--- src/rtl/seq_pkg.sv ---
// Shared types and default widths for the program sequencer.
package seq_pkg;

  localparam int PW_DEF = 3;
  localparam int CW_DEF = 16;

  typedef enum logic [2:0] {
    ST_IDLE     = 3'd0,
    ST_START    = 3'd1,
    ST_WAIT_ACK = 3'd2,
    ST_RECORD   = 3'd3,
    ST_DONE     = 3'd4
  } seq_state_e;

endpackage

--- src/rtl/seq_run_counter.sv ---
// Per-run cycle counter: synchronous clear, enable, saturates at all-ones.
// Terminal-count compare exists only when SEQ_TIMEOUT_EN is defined.
module seq_run_counter #(
  parameter int CW = 16
`ifdef SEQ_TIMEOUT_EN
  , parameter logic [CW-1:0] TC_VAL = {CW{1'b1}}
`endif
) (
  input  logic          i_clk,
  input  logic          i_rst_n,
  input  logic          i_clr,
  input  logic          i_en,
`ifdef SEQ_TIMEOUT_EN
  output logic          o_tc,
`endif
  output logic [CW-1:0] o_count
);

  localparam logic [CW-1:0] ONE = {{(CW-1){1'b0}}, 1'b1};

  logic [CW-1:0] r_count;

  // Counter holds at all-ones rather than wrapping.
  always_ff @(posedge i_clk or negedge i_rst_n) begin
    if (!i_rst_n) begin
      r_count <= {CW{1'b0}};
    end else if (i_clr) begin
      r_count <= {CW{1'b0}};
    end else if (i_en && (r_count != {CW{1'b1}})) begin
      r_count <= r_count + ONE;
    end else begin
      r_count <= r_count;
    end
  end

  assign o_count = r_count;
`ifdef SEQ_TIMEOUT_EN
  assign o_tc = (r_count == TC_VAL);
`endif

endmodule

--- src/rtl/program_sequencer.sv ---
// Host-side Start/Ack initiator: runs NumProgs programs back to back and
// reports per-run cycle counts. Watchdog compiled in with SEQ_TIMEOUT_EN.
module program_sequencer import seq_pkg::*; #(
  parameter int              PW        = PW_DEF,
  parameter int              CW        = CW_DEF,
  parameter int              START_LEN = 2,
  parameter logic [CW-1:0]   TIMEOUT   = {CW{1'b1}}
) (
  input  logic          Clk,
  input  logic          Reset_n,
  input  logic          Go,
  input  logic [PW-1:0] NumProgs,
  input  logic          DutAck,
  output logic          DutStart,
  output logic [PW-1:0] ProgSel,
  output logic          Busy,
  output logic          Done,
  output logic          RunValid,
  output logic [PW-1:0] RunIdx,
  output logic [CW-1:0] RunCycles,
  output logic          RunTimeout,
  output logic [PW:0]   FailCount
);

  localparam int              SLW    = $clog2(START_LEN) + 1;
  localparam logic [SLW-1:0]  S_LAST = SLW'(START_LEN - 1);
  localparam logic [SLW-1:0]  S_ONE  = {{(SLW-1){1'b0}}, 1'b1};
  localparam logic [PW-1:0]   P_ONE  = {{(PW-1){1'b0}}, 1'b1};

  seq_state_e    r_state;
  logic [PW-1:0] r_num;
  logic [SLW-1:0] r_slen;
  logic          r_dut_start, r_busy, r_done, r_run_valid;
  logic [PW-1:0] r_prog_sel, r_run_idx;
  logic [CW-1:0] r_run_cycles;
  logic [CW-1:0] w_count;
  logic          w_cnt_clr, w_cnt_en;

  assign w_cnt_clr = (r_state == ST_START);
  assign w_cnt_en  = (r_state == ST_WAIT_ACK) && !DutAck;

`ifdef SEQ_TIMEOUT_EN
  localparam logic [CW-1:0]  C_ONE  = {{(CW-1){1'b0}}, 1'b1};
  localparam logic [PW:0]    F_ONE  = {{PW{1'b0}}, 1'b1};
  logic          w_tc;
  logic          r_run_timeout;
  logic [PW:0]   r_fail_cnt;

  seq_run_counter #(.CW(CW), .TC_VAL(TIMEOUT - C_ONE)) u_cnt (
    .i_clk(Clk), .i_rst_n(Reset_n), .i_clr(w_cnt_clr), .i_en(w_cnt_en),
    .o_tc(w_tc), .o_count(w_count)
  );

  // Timeout bookkeeping; DutAck takes priority over the terminal count.
  always_ff @(posedge Clk or negedge Reset_n) begin
    if (!Reset_n) begin
      r_run_timeout <= 1'b0;
      r_fail_cnt    <= {(PW+1){1'b0}};
    end else if ((r_state == ST_IDLE) && Go) begin
      r_run_timeout <= r_run_timeout;
      r_fail_cnt    <= {(PW+1){1'b0}};
    end else if ((r_state == ST_WAIT_ACK) && DutAck) begin
      r_run_timeout <= 1'b0;
      r_fail_cnt    <= r_fail_cnt;
    end else if ((r_state == ST_WAIT_ACK) && w_tc) begin
      r_run_timeout <= 1'b1;
      r_fail_cnt    <= r_fail_cnt + F_ONE;
    end else begin
      r_run_timeout <= r_run_timeout;
      r_fail_cnt    <= r_fail_cnt;
    end
  end

  assign RunTimeout = r_run_timeout;
  assign FailCount  = r_fail_cnt;
`else
  seq_run_counter #(.CW(CW)) u_cnt (
    .i_clk(Clk), .i_rst_n(Reset_n), .i_clr(w_cnt_clr), .i_en(w_cnt_en),
    .o_count(w_count)
  );

  assign RunTimeout = 1'b0;
  assign FailCount  = {(PW+1){1'b0}};
`endif

  // Batch FSM with registered handshake and report outputs.
  always_ff @(posedge Clk or negedge Reset_n) begin
    if (!Reset_n) begin
      r_state      <= ST_IDLE;
      r_num        <= {PW{1'b0}};
      r_slen       <= {SLW{1'b0}};
      r_dut_start  <= 1'b0;
      r_busy       <= 1'b0;
      r_done       <= 1'b0;
      r_run_valid  <= 1'b0;
      r_prog_sel   <= {PW{1'b0}};
      r_run_idx    <= {PW{1'b0}};
      r_run_cycles <= {CW{1'b0}};
    end else begin
      case (r_state)
        ST_IDLE: begin
          if (Go) begin
            r_num      <= NumProgs;
            r_prog_sel <= {PW{1'b0}};
            r_busy     <= 1'b1;
            r_slen     <= {SLW{1'b0}};
            if (NumProgs == {PW{1'b0}}) begin
              r_state <= ST_DONE;
              r_done  <= 1'b1;
            end else begin
              r_state     <= ST_START;
              r_dut_start <= 1'b1;
            end
          end
        end
        ST_START: begin
          if (r_slen == S_LAST) begin
            r_state     <= ST_WAIT_ACK;
            r_dut_start <= 1'b0;
          end else begin
            r_slen <= r_slen + S_ONE;
          end
        end
        ST_WAIT_ACK: begin
          if (DutAck) begin
            r_state      <= ST_RECORD;
            r_run_valid  <= 1'b1;
            r_run_idx    <= r_prog_sel;
            r_run_cycles <= w_count;
`ifdef SEQ_TIMEOUT_EN
          end else if (w_tc) begin
            r_state      <= ST_RECORD;
            r_run_valid  <= 1'b1;
            r_run_idx    <= r_prog_sel;
            r_run_cycles <= TIMEOUT;
`endif
          end
        end
        ST_RECORD: begin
          r_run_valid <= 1'b0;
          if (r_prog_sel == (r_num - P_ONE)) begin
            r_state <= ST_DONE;
            r_done  <= 1'b1;
          end else begin
            r_prog_sel  <= r_prog_sel + P_ONE;
            r_state     <= ST_START;
            r_dut_start <= 1'b1;
            r_slen      <= {SLW{1'b0}};
          end
        end
        ST_DONE: begin
          r_done  <= 1'b0;
          r_busy  <= 1'b0;
          r_state <= ST_IDLE;
        end
        default: begin
          r_state     <= ST_IDLE;
          r_dut_start <= 1'b0;
          r_busy      <= 1'b0;
          r_done      <= 1'b0;
          r_run_valid <= 1'b0;
        end
      endcase
    end
  end

  assign DutStart  = r_dut_start;
  assign ProgSel   = r_prog_sel;
  assign Busy      = r_busy;
  assign Done      = r_done;
  assign RunValid  = r_run_valid;
  assign RunIdx    = r_run_idx;
  assign RunCycles = r_run_cycles;

endmodule

--- config.mk ---
export PLATFORM = sky130hd
export DESIGN_NAME = program_sequencer
export DESIGN_NICKNAME = d
export VERILOG_FILES = /design/src/rtl/seq_pkg.sv /design/src/rtl/seq_run_counter.sv /design/src/rtl/program_sequencer.sv
export SDC_FILE = /design/constraint.sdc
export NUM_CORES = 1
export LEC_CHECK = 0
export BUFFER_PORTS_ARGS = -buffer_cell sky130_fd_sc_hd__buf_2
export CORE_MARGIN = 1
export CORE_UTILIZATION = 51
export DETAILED_ROUTE_END_ITERATION = 10
export GPL_ROUTABILITY_DRIVEN = 0
export PLACE_DENSITY_LB_ADDON = 0.1
export SYNTH_ARGS = -nofsm -noshare
export SYNTH_HDL_FRONTEND = slang
export SYNTH_SLANG_ARGS = --single-unit
--- constraint.sdc ---
create_clock -name Clk -period 2.2 [get_ports Clk]
set_clock_uncertainty 0.1 [all_clocks]
set_input_delay 0.11 -clock Clk [delete_from_list [all_inputs] [get_ports Clk]]
set_output_delay 0.11 -clock Clk [all_outputs]
set_load 0.005 [all_outputs]
# After elaboration in Yosys (flattened, before gate mapping)
# Index checks and enable logic that the tools add are counted.
[totals] regBits=50 inputBits=7 out_inout_bits=31 word_cells=83
[op_classes] n_addsub=4 eq_ne=15 n_mux=28 bitwise_logic=4 reduce_logical=21
[op_table] op="two-way mux 16 bit" count=2
[op_table] op="two-way mux 3 bit" count=7
[op_table] op="adder 16 x 1 -> 16 bit (second input constant)" count=1
[op_table] op="!= test 16 bit (second input constant)" count=1
[op_table] op="!= test 2 bit (second input constant)" count=8
[op_table] op="one-hot mux 3 bit (4 select lines)" count=1
[op_table] op="two-way mux 1 bit" count=9
[op_table] op="AND reduction 2 bit" count=4
[op_table] op="AND reduction 4 bit" count=2
[op_table] op="== test 3 x 2 -> 1 bit (second input constant)" count=2
[op_table] op="logical NOT 3 bit" count=2
[op_table] op="two-way mux 2 bit" count=3
[op_table] op="one-hot mux 2 bit (3 select lines)" count=1
[op_table] op="one-hot mux 3 bit (2 select lines)" count=1
[op_table] op="AND reduction 3 bit" count=2
[op_table] op="OR reduction 3 bit" count=2
[op_table] op="AND reduction 5 bit" count=1
[op_table] op="inverter 1 bit" count=4
[op_table] op="one-hot mux 1 bit (2 select lines)" count=2
[op_table] op="one-hot mux 1 bit (4 select lines)" count=1
[op_table] op="nonzero test 2 bit" count=2
[op_table] op="OR reduction 2 bit" count=2
[op_table] op="adder 3 x 1 -> 3 bit (second input constant)" count=1
[op_table] op="== test 3 x 1 -> 1 bit (second input constant)" count=1
[op_table] op="other kinds (9)" count=10

# Logic depth before layout (Yosys ltp)
[depth] depth_word=5 ltp_mapped=7 ltp_nobuf=6

# Hierarchy
# Synthesis repeated with hierarchy kept, for this count alone.
[hier_totals] cells_unflattened=235 hier_area_um2=2538.7
[by_module_without_submodules] module="program_sequencer" instances=1 cells_each=137 area_each_um2=1596.5 seq_area_each_um2=850.8
[by_module_without_submodules] module="seq_run_counter" instances=1 cells_each=98 area_each_um2=942.2 seq_area_each_um2=400.4

# Least setup slack after synthesis
# No wires, ideal clock.
[synth_path] kind="flip-flop to flip-flop" start="register r_state[2]" end="register u_cnt.r_count[14], in the netlist u_cnt.o_count[14]" setup_time_ns=0.078 arrival_time_ns=2.059 required_ns=2.022 slack_ns=-0.037 path_stages_with_launch=7 path_buffers=2 synth_period_minus_slack_ns=2.237 cell_sequence="dfrtp_1 buf_6 or4b_1 clkbuf_2 or4_1 or4_1 a21oi_1"
[synth_between] elab_chain_cells=4 elab_cells_between_ends=6 cone_classes="eq/ne: 2; mux: 1; reduce/logical: 3"
[synth_lines] element="from (decl)" line="program_sequencer.sv:30" rtl="seq_state_e r_state;"
[synth_lines] element="from (signal assigned)" line="program_sequencer.sv:89" rtl="r_state <= ST_IDLE;"
[synth_lines] element="from (signal assigned)" line="program_sequencer.sv:108" rtl="r_state <= ST_DONE;"
[synth_lines] element="from (signal assigned)" line="program_sequencer.sv:111" rtl="r_state <= ST_START;"
[synth_lines] element="== test 3 x 2 -> 1 bit" line="program_sequencer.sv:40" rtl="assign w_cnt_en = (r_state == ST_WAIT_ACK) && !DutAck;"
[synth_lines] element="logical AND 1 bit" line="program_sequencer.sv:40"
[synth_lines] element="logical AND 1 bit" line="seq_run_counter.sv:29" rtl="end else if (i_en && (r_count != {CW{1'b1}})) begin"
[synth_lines] element="nonzero test 2 bit (no source line)"
[synth_lines] element="to (signal assigned)" line="seq_run_counter.sv:28" rtl="r_count <= {CW{1'b0}};"
[synth_lines] element="to (signal assigned)" line="seq_run_counter.sv:30" rtl="r_count <= r_count + ONE;"
[synth_lines] element="to (signal assigned)" line="seq_run_counter.sv:32" rtl="r_count <= r_count;"
[synth_lines] element="to (decl)" line="seq_run_counter.sv:21" rtl="logic [CW-1:0] r_count;"
# Parallel ways exist; a longest one is shown, timed or not.
# A chain may end at the register's enable or synchronous reset.

# Final worst setup path
[layout_path] start="register r_state[0]" end="register u_cnt.r_count[14], in the netlist u_cnt.o_count[14]"
# Same word-level chain as after synthesis.

==> results.toml <==
[sta]
min_period_ps = 2199
period_share = 0.9994
maxSlewViolCount = 0
fin_ws_ps = 1.212
max_freq_ghz = 0.4548
hold_violations = 0
tns_ps = 0
tightest_slew_ps = 511.1
relSlewSlack = 0.6592
finalSetupViolCount = 0
rsz0062_at_grt = "true"

[synth]
syn-cell-area_um2 = 2470
synth.avg_cell_area_um2 = 10.83
synth.most_common_cell = "dfrtp_1"
synthCells = 228
ys_seq_area_frac = 0.5066
synth_cell_types = 47
ys.flop_type = "dfrtp_1"
synth_top_area_frac = 0.5066
yosysWarningCount = 0
ys_async_sr_fraction = 1.000
synthTopCellsByArea = "dfrtp_1, mux2_2, a21oi_1, or4_1, nand2_1"
synth_commonest_cells = "dfrtp_1, mux2_2, a21oi_1, nand2_1, nor2_1"
ys_ff_latch = 50
synth_top_area_cell = "dfrtp_1"
synth_edf_count = 0

[final_layout]
antenna_cells = 0
drive_above_1_share = 0.3164
fillerInstances = 368
syn2layout_area_growth_pct = 17.93
final_util = 0.6467
fin_nets = 285

[drt]
drc = 0
vias_per_cell = 5.875
drtIter0Drc = 106
vias = 1921
routed_wirelength_um = 5129
drt-pass1-iter-count = 4
final_antenna_net_count = 0
wire_per_inst_um = 15.69

[setup_path]
cp.required_ps = 2330
arrival_ps = 2330
crit_type = "flop to flop"
path_max_fanout = 4
cp-start-kind = "flop"
cp-end-kind = "flop"

[floorplanning]
ios = 38
fp.dieW_um = 71.59
fp-row-count = 24
initial_core_util = 0.5483
die_h_um = 71.59
coreArea_um2 = 4504
dieArea_um2 = 5125

[grt]
grt_pass1_vias = 1775
antenna_found_initial = 0
use_met3 = 0.04219
gr-total-overflow = 0
met1_usage = 0.3169
grt_usage = 0.2191
met2_usage = 0.3323
grt_pass1_wl_um = 8618
grt_max_degree = 51
busiest_layer = "met2"

[clock_network]
htree_num_levels = 2
clk_pin_slew_ps = 90
clock_sinks = 50
cts-root-buf = "clkbuf_8"
clk_latency_ps = 310
post_cts_buffers = 0
cts_tree = "built"
cts_buffers = 5
cts_buffer_depth = 2

[placement]
portBuffers = 32
detailedPlace.worstSlack_ps = 57.33
post-dp-hpwl_um = 3476

[power]
ir_drop_mv = 0.5214
p_per_area_nw_per_um2 = 934.9
power.leakage_nw = 1.384

[run]
drv_cap = 0

[outcome]
status = "finished clean"

[min_path]
worstHoldPathType = "primary input to flop"
-- placed cells by master (no fill, tap or decap), types with 6 or more instances in the layout --
master	instances
nor2_1	13
dfrtp_1	50
buf_4	12
clkbuf_8	6
nand2_1	15
buf_2	32
mux2_2	22
a21oi_1	14
o21ai_0	9
inv_1	8
nand3_1	6
o31ai_1	6
-- registers in the layout, summed over array words and instances (netlist names), 2 cells and up --
| signal | cells |
|---|---|
| RunCycles | 16 |
| u_cnt.o_count | 16 |
| ProgSel | 3 |
| RunIdx | 3 |
| r_num | 3 |
| r_state | 3 |
| r_slen | 2 |
-- path summary, 6_finish.rpt --
kind                                          end  cells after the start  slack, ps  startpoint
worst max-delay path            u_cnt.o_count[14]                      4          1  r_state[0]
worst min register to register          r_slen[0]                      1        380   r_slen[0]
worst max register to register  u_cnt.o_count[14]                      4          1  r_state[0]
max in group asynchronous                r_num[0]                      3       1530     Reset_n
worst min-delay path                     RunValid                      3         80      DutAck
min in group asynchronous               RunIdx[0]                      3        220     Reset_n
-- stage by stage --
stage	hold slack, ps	std cells	total power [mW]	cell area [um2]
floorplan	-285.6	232	1.871	2485
global placement	19.48	315	2.139	2740
detailed placement	18.44	315	2.169	2740
CTS	77.02	327	2.731	2875
global route	117.7	327	2.934	2913
finish	83.12	327	2.723	2913
-- what timing repair did --
action                                  in CTS  in global routing
resized for setup                            0                  8
endpoints found under the setup margin       0                  6
hold endpoints to repair                    53                  0
hold buffers                                 4                  0
-- critical path, cell delays in order, from the launching register on --
cell and delay [ps]:
dfrtp_1 390, or4b_4 570, or4_4 500, or4_1 410, a21oi_1 150
-- cell families after synthesis --
kind of cell             Yosys count  share of synthesized area
AND/OR/NAND/NOR                   72                     0.1591
buffers and inverters             22                    0.04458
multiplexers                      24                     0.1084
adder cells (fa/ha/maj)            4                    0.02026
flip-flops                        50                     0.5066
other                              1                   0.001518
AO/OA/AOI/OAI                     51                     0.1393
XOR/XNOR                           4                    0.02026
-- where the power goes --
| part | leakage [nW] | total (mW) | internal [mW] | switching [mW] |
|---|---|---|---|---|
| clock | 0.0472 | 0.559 | 0.253 | 0.306 |
| combinational | 0.663 | 0.995 | 0.448 | 0.547 |
| sequential | 0.674 | 1.17 | 1.07 | 0.0943 |
| total | 1.38 | 2.72 | 1.78 | 0.947 |
-- routing by layer --
| layer | vias to the layer above | part of all wire |
|---|---|---|
| li1 | 944 | - |
| met1 | 928 | 0.49 |
| met2 | 42 | 0.46 |
| met3 | 7 | 0.031 |
| met4 | 0 | 0.014 |
| met5 | - | 0 |
-- layout make-up --
type                            instances  area (um2)  share of cell area
Timing Repair Buffer                   49       310.3              0.1065
Inverter                                8       30.03             0.01031
Tap cell                               52       65.06             0.02234
Clock buffer                            6       82.58             0.02835
Clock inverter                          2       12.51            0.004296
Multi-Input combinational cell        160        1161              0.3986
Sequential cell                        50        1251              0.4296
No activity file was read; power rests on OpenSTA's default activity.
